File: config.mk
export PLATFORM = sky130hd
export DESIGN_NAME = branch_predict_unit
export DESIGN_NICKNAME = d
export VERILOG_FILES = /design/src/rtl/branch_predict_unit.sv
export SDC_FILE = /design/constraint.sdc
export NUM_CORES = 1
export LEC_CHECK = 0
export ABC_AREA = 0
export CORE_UTILIZATION = 53
export CTS_CLUSTER_DIAMETER = 50
export DETAILED_ROUTE_END_ITERATION = 16
export PLACE_DENSITY = 0.78
export RECOVER_POWER = 100
export SLEW_MARGIN = 20
export SYNTH_ARGS = -nofsm -noshare
export SYNTH_HDL_FRONTEND = slang
export SYNTH_SLANG_ARGS = --single-unit
export TNS_END_PERCENT = 20
File: constraint.sdc
create_clock -name clk -period 6.53 [get_ports clk]
set_input_delay 1.959 -clock clk [delete_from_list [all_inputs] [get_ports clk]]
set_output_delay 1.959 -clock clk [all_outputs]
set_load 0.02 [all_outputs]
File: src/rtl/branch_predict_unit.sv
// Decode-stage branch resolution plus a fetch-stage table of 2-bit saturating counters.
// Optional statistics counters are enabled by defining BPU_STATS_EN.
module branch_predict_unit #(
  parameter int unsigned WIDTH     = 32,
  parameter int unsigned ENTRIES   = 64,
  parameter int unsigned INDEX_LSB = 2
) (
  input  logic             clk,
  input  logic             rst_n,
  input  logic [31:0]      PCF,
  output logic             PredTakenF,
  input  logic [31:0]      PCD,
  input  logic             PredTakenD,
  input  logic             BranchD,
  input  logic             BeqD,
  input  logic             BneD,
  input  logic             JumpTypeD,
  input  logic [WIDTH-1:0] Src1,
  input  logic [WIDTH-1:0] Src2,
  input  logic             StallD,
  output logic [2:0]       PCSrcD,
  output logic             MispredictD
`ifdef BPU_STATS_EN
  ,
  output logic [31:0]      BranchCount,
  output logic [31:0]      MispredCount
`endif
);

  localparam int unsigned IdxW = $clog2(ENTRIES);

  localparam logic [2:0] PcSeq    = 3'b000;
  localparam logic [2:0] PcBranch = 3'b001;
  localparam logic [2:0] PcJump   = 3'b010;
  localparam logic [2:0] PcReg    = 3'b011;
  localparam logic [2:0] PcRecov  = 3'b100;

  logic [1:0]      cnt_q [ENTRIES];
  logic [1:0]      cnt_d;
  logic [IdxW-1:0] idx_f;
  logic [IdxW-1:0] idx_d;
  logic            is_jr;
  logic            is_j;
  logic            is_cond;
  logic            taken;
  logic            train_en;
  logic            unused_pc;

  assign idx_f     = PCF[INDEX_LSB +: IdxW];
  assign idx_d     = PCD[INDEX_LSB +: IdxW];
  assign unused_pc = ^{PCF, PCD};

  // No bypass: a same-cycle write to idx_f is only seen after the edge.
  assign PredTakenF = cnt_q[idx_f][1];

  always_comb begin
    is_jr       = BranchD & ~BeqD & ~BneD & JumpTypeD;
    is_j        = BranchD & ~BeqD & ~BneD & ~JumpTypeD;
    is_cond     = BranchD & (BeqD ^ BneD);
    taken       = BeqD ? (Src1 == Src2) : (Src1 != Src2);
    train_en    = is_cond & ~StallD;
    PCSrcD      = PcSeq;
    MispredictD = 1'b0;
    if (is_jr) begin
      PCSrcD = PcReg;
    end else if (is_j) begin
      PCSrcD = PcJump;
    end else if (is_cond && (taken != PredTakenD)) begin
      PCSrcD      = taken ? PcBranch : PcRecov;
      MispredictD = 1'b1;
    end
  end

  always_comb begin
    cnt_d = cnt_q[idx_d];
    if (taken && (cnt_d != 2'b11)) begin
      cnt_d = cnt_d + 2'b01;
    end else if (!taken && (cnt_d != 2'b00)) begin
      cnt_d = cnt_d - 2'b01;
    end
  end

  always_ff @(posedge clk or negedge rst_n) begin
    if (!rst_n) begin
      for (int unsigned i = 0; i < ENTRIES; i++) begin
        cnt_q[i] <= 2'b01;
      end
    end else if (train_en) begin
      cnt_q[idx_d] <= cnt_d;
    end
  end

`ifdef BPU_STATS_EN
  logic [31:0] branch_cnt_q, branch_cnt_d;
  logic [31:0] mispred_cnt_q, mispred_cnt_d;

  always_comb begin
    branch_cnt_d  = branch_cnt_q;
    mispred_cnt_d = mispred_cnt_q;
    if (train_en && (branch_cnt_q != 32'hFFFF_FFFF)) begin
      branch_cnt_d = branch_cnt_q + 32'd1;
    end
    if (train_en && MispredictD && (mispred_cnt_q != 32'hFFFF_FFFF)) begin
      mispred_cnt_d = mispred_cnt_q + 32'd1;
    end
  end

  always_ff @(posedge clk or negedge rst_n) begin
    if (!rst_n) begin
      branch_cnt_q  <= 32'd0;
      mispred_cnt_q <= 32'd0;
    end else begin
      branch_cnt_q  <= branch_cnt_d;
      mispred_cnt_q <= mispred_cnt_d;
    end
  end

  assign BranchCount  = branch_cnt_q;
  assign MispredCount = mispred_cnt_q;
`endif

endmodule

==> results.json <==
{
  "avgSynthCellArea_um2": 10.0,
  "synth_area_leaders": "sky130_fd_sc_hd__dfstp_2 23%, sky130_fd_sc_hd__dfrtp_1 22%, sky130_fd_sc_hd__nand2_1 10%",
  "placement_rows": 42,
  "ys_warn_count": 0,
  "area.growth.synth_to_final_pct": 20.1,
  "worst_slew_pin_slew_ps": 4040,
  "post_cts_buffers": 0,
  "gr-total-overflow": 0,
  "p_per_area_mw_per_mm2": 254,
  "final_nets": 955,
  "cts_htree_levels": 4,
  "cts_inserted_buffers": 17,
  "insertedDiodeCount": 0,
  "final.setup_skew_ps": 8.44,
  "globalRouteTotalUtil_pct": 30.4,
  "die_x_um": 120,
  "finalInstanceArea_mm2": 0.00879,
  "p_int_uw": 1660,
  "layout-drive-gt1-share_pct": 21.0,
  "detail_route.vias_per_cell": 6.18,
  "synth.distinct_cells": 58,
  "port-buffer-count": 88,
  "violations": "max-capacitance violations, max-slew violations",
  "setup.worst_path.start": "Src2[1]",
  "detailedPlacementHpwl_um": 13600,
  "finalSetupViolCount": 0,
  "pre_cts_ws_ps": -219,
  "grt_start_max_net_pins": 78,
  "route.detailed.drc": 0,
  "detailed_place.area_mm2": 0.00832,
  "leakage_uw": 0.00343,
  "crit_arrival_ps": 4470,
  "dr_total_vias": 6217,
  "clock_power_share_pct": 45.1,
  "final_common_cell": "sky130_fd_sc_hd__nand2_1",
  "worst-setup-path-type": "in2out",
  "clockRootBuffer": "sky130_fd_sc_hd__clkbuf_16",
  "drt_pre_antenna_iters": 8,
  "r2r_start": "cnt_q[82]",
  "maxCapViolCount": 1,
  "cp_max_fanout": 3,
  "setup.worst_path.start_class": "input port",
  "multi_input_comb_area_mm2": 0.00359,
  "ir_worst_vdd_mv": 0.174,
  "swShare_pct": 25.5,
  "reg.largest.list": "cnt_q (128)",
  "syn_inst": 730,
  "synth-seq-cells": 128,
  "top_level_ports": 141,
  "syn_area_mm2": 0.00732,
  "clkSinkCount": 128,
  "synth_enable_flop_cells": 0,
  "grt_first_pass_wirelength_um": 33000,
  "fin_ws_ps": 101,
  "tritoncts": "yes",
  "detail_route.iter0.violations": 585,
  "layout.filler_cells": 1072,
  "post_drt_wl_per_cell_um": 20.4,
  "slew-limit-headroom_pct": -169,
  "ctsHoldBuffers": 0,
  "net_switching_power_uw": 569,
  "antenna_found_initial": 0,
  "worst-endpoint-required_ps": 4570,
  "die_h_um": 120,
  "cp-end-kind": "primary output",
  "outcome": "complete, but fails checks",
  "hold_path.startpoint": "cnt_q[92]",
  "synth.net_count": 868,
  "finalMaxSlewViolations": 78,
  "clock_tree.buffer_depth": 2,
  "drt.antenna.violating_nets": 0,
  "hold_viol": 0,
  "routed_wirelength_um": 20500,
  "holdCritPathClass": "reg2reg",
  "largest_reg_flops": 128,
  "cell_type_with_the_highest_aggregate_area_in_the_netlist": "sky130_fd_sc_hd__dfstp_2",
  "rsz0062_at_grt": "no",
  "clock_slew_seen_by_the_registers_of_the_worst_setup_and_hold_paths_ps": 50,
  "layout_common_cells": "203 x sky130_fd_sc_hd__nand2_1, 129 x sky130_fd_sc_hd__o21ai_0, 83 x sky130_fd_sc_hd__clkdlybuf4s50_1",
  "gp_routability_congestion": 0.970,
  "floorplan.core_area_mm2": 0.0133,
  "synth_top_cell_area_share_pct": 23.0,
  "area_taken_by_flip_flops_and_latches_mm2": 0.00328,
  "comb_power_share_pct": 14.9,
  "fin_crit_sh_pct": 98.5,
  "power.sequential.fraction_pct": 40.0,
  "clock.fmax_mhz": 156,
  "period_needed_ps": 6430,
  "largest-register": "cnt_q",
  "floorplan.die_area_mm2": 0.0143,
  "fin_total_pwr_uw": 2230,
  "insertion_delay_to_the_later_sink_of_the_worst_skew_pair_ps": 420,
  "synth_flop_cell": "sky130_fd_sc_hd__dfstp_2",
  "synth.yosys.seq_area_share_pct": 44.9,
  "effective_utilization_at_floorplan_pct": 54.8,
  "synthArstFlopShare_pct": 100,
  "via_count_of_the_first_global_routing_pass": 6356
}
[worst max-delay path, cell delays in order]
cell and delay (ps):
sky130_fd_sc_hd__clkdlybuf4s50_1 420, sky130_fd_sc_hd__xor2_1 170, sky130_fd_sc_hd__nor4_1 360, sky130_fd_sc_hd__nand4_1 200, sky130_fd_sc_hd__nor2_2 210, sky130_fd_sc_hd__xnor2_1 170, sky130_fd_sc_hd__mux2i_1 230, sky130_fd_sc_hd__and2_1 150
sky130_fd_sc_hd__clkdlybuf4s50_1 600
[timing repair]
action	4_1_cts	5_1_grt
gates resized for setup	1	3
cloned	0	0
endpoints found under the setup margin	1	3
[cells in the mapped netlist (2+ instances only)]
cell type	number
sky130_fd_sc_hd__a21oi_1	9
sky130_fd_sc_hd__buf_8	2
sky130_fd_sc_hd__clkbuf_1	9
sky130_fd_sc_hd__o21ai_2	29
sky130_fd_sc_hd__nor2_1	15
sky130_fd_sc_hd__and2_1	3
sky130_fd_sc_hd__xor2_1	33
sky130_fd_sc_hd__mux4_2	25
sky130_fd_sc_hd__a221o_1	7
sky130_fd_sc_hd__ha_1	2
sky130_fd_sc_hd__buf_1	5
sky130_fd_sc_hd__o2111ai_1	2
sky130_fd_sc_hd__o21ai_1	77
sky130_fd_sc_hd__inv_1	7
sky130_fd_sc_hd__mux2_2	21
sky130_fd_sc_hd__a22oi_1	9
sky130_fd_sc_hd__nand2b_1	5
sky130_fd_sc_hd__nand2_1	203
sky130_fd_sc_hd__nor3_2	2
sky130_fd_sc_hd__o21ai_0	30
sky130_fd_sc_hd__mux2i_1	11
sky130_fd_sc_hd__and3_1	2
sky130_fd_sc_hd__dfstp_2	64
sky130_fd_sc_hd__buf_2	7
sky130_fd_sc_hd__nand3_1	5
sky130_fd_sc_hd__nor3_1	3
sky130_fd_sc_hd__o221ai_1	2
sky130_fd_sc_hd__nor3b_1	3
sky130_fd_sc_hd__dfrtp_1	64
sky130_fd_sc_hd__and3b_1	2
sky130_fd_sc_hd__o22ai_1	3
sky130_fd_sc_hd__a221oi_1	14
sky130_fd_sc_hd__buf_6	14
sky130_fd_sc_hd__nand4_1	4
sky130_fd_sc_hd__nor4_1	10
sky130_fd_sc_hd__nor2b_1	4
sky130_fd_sc_hd__a22o_1	2
[final cells by class]
class / instances / area share [%]
multi-input combinational: 556 / 40.8
sequential: 128 / 37.4
timing repair buffer: 107 / 11.9
clock buffer: 20 / 5.31
tap: 176 / 2.51
clock inverter: 12 / 1.85
inverter: 7 / 0.299
[worst paths after layout]
path / to / slack (ps) / depth (start not counted)
min in group asynchronous: cnt_q[125] / 2940 / 1
min reg2reg: cnt_q[92] / 480 / 2
min: cnt_q[92] / 480 / 2
max reg2reg: cnt_q[75] / 2360 / 12
max in group asynchronous: cnt_q[47] / 1310 / 1
max: MispredictD / 100 / 9
[per-stage QoR]
step	setup TNS, ps	hold slack [ps]	cells	utilization (%)
floorplan	0	442	730	-
global placement	-177	448	974	62.3
detailed placement	-219	456	974	62.3
CTS	0	464	1006	67.0
global route	0	499	1006	65.9
finish	0	475	1006	65.9
[power by group through the flow]
stage                     Sequential, uW  Clock (uW)  Combinational, uW
after floorplan                      891           0                238
after global placement               899           0                349
after detailed placement             903           0                359
after CTS                            892        1010                361
after global routing                 898        1050                358
final                                893        1010                332
[cell families (layout without fill, tap and decap cells)]
logic type | count (synthesis) | count (layout) | synth area share, %
XOR/XNOR | 35 | 35 | 4.44
adder cells (fa/ha/maj) | 2 | 2 | 0.342
AO/OA/AOI/OAI | 196 | 196 | 17.8
AND/OR/NAND/NOR | 264 | 264 | 15.3
multiplexers | 59 | 59 | 12.8
buffers and inverters | 46 | 146 | 4.50
flip-flops | 128 | 128 | 44.9
[per-layer routing]
layer / vias to the layer above / track usage, % / wire (um)
li1: 2792 / - / -
met5: - / 0 / 0
met4: 0 / 16.2 / 889
met2: 354 / 49.8 / 9840
met1: 2990 / 37.1 / 7880
met3: 81 / 7.56 / 1890
Power figures use the tool's default switching activity.
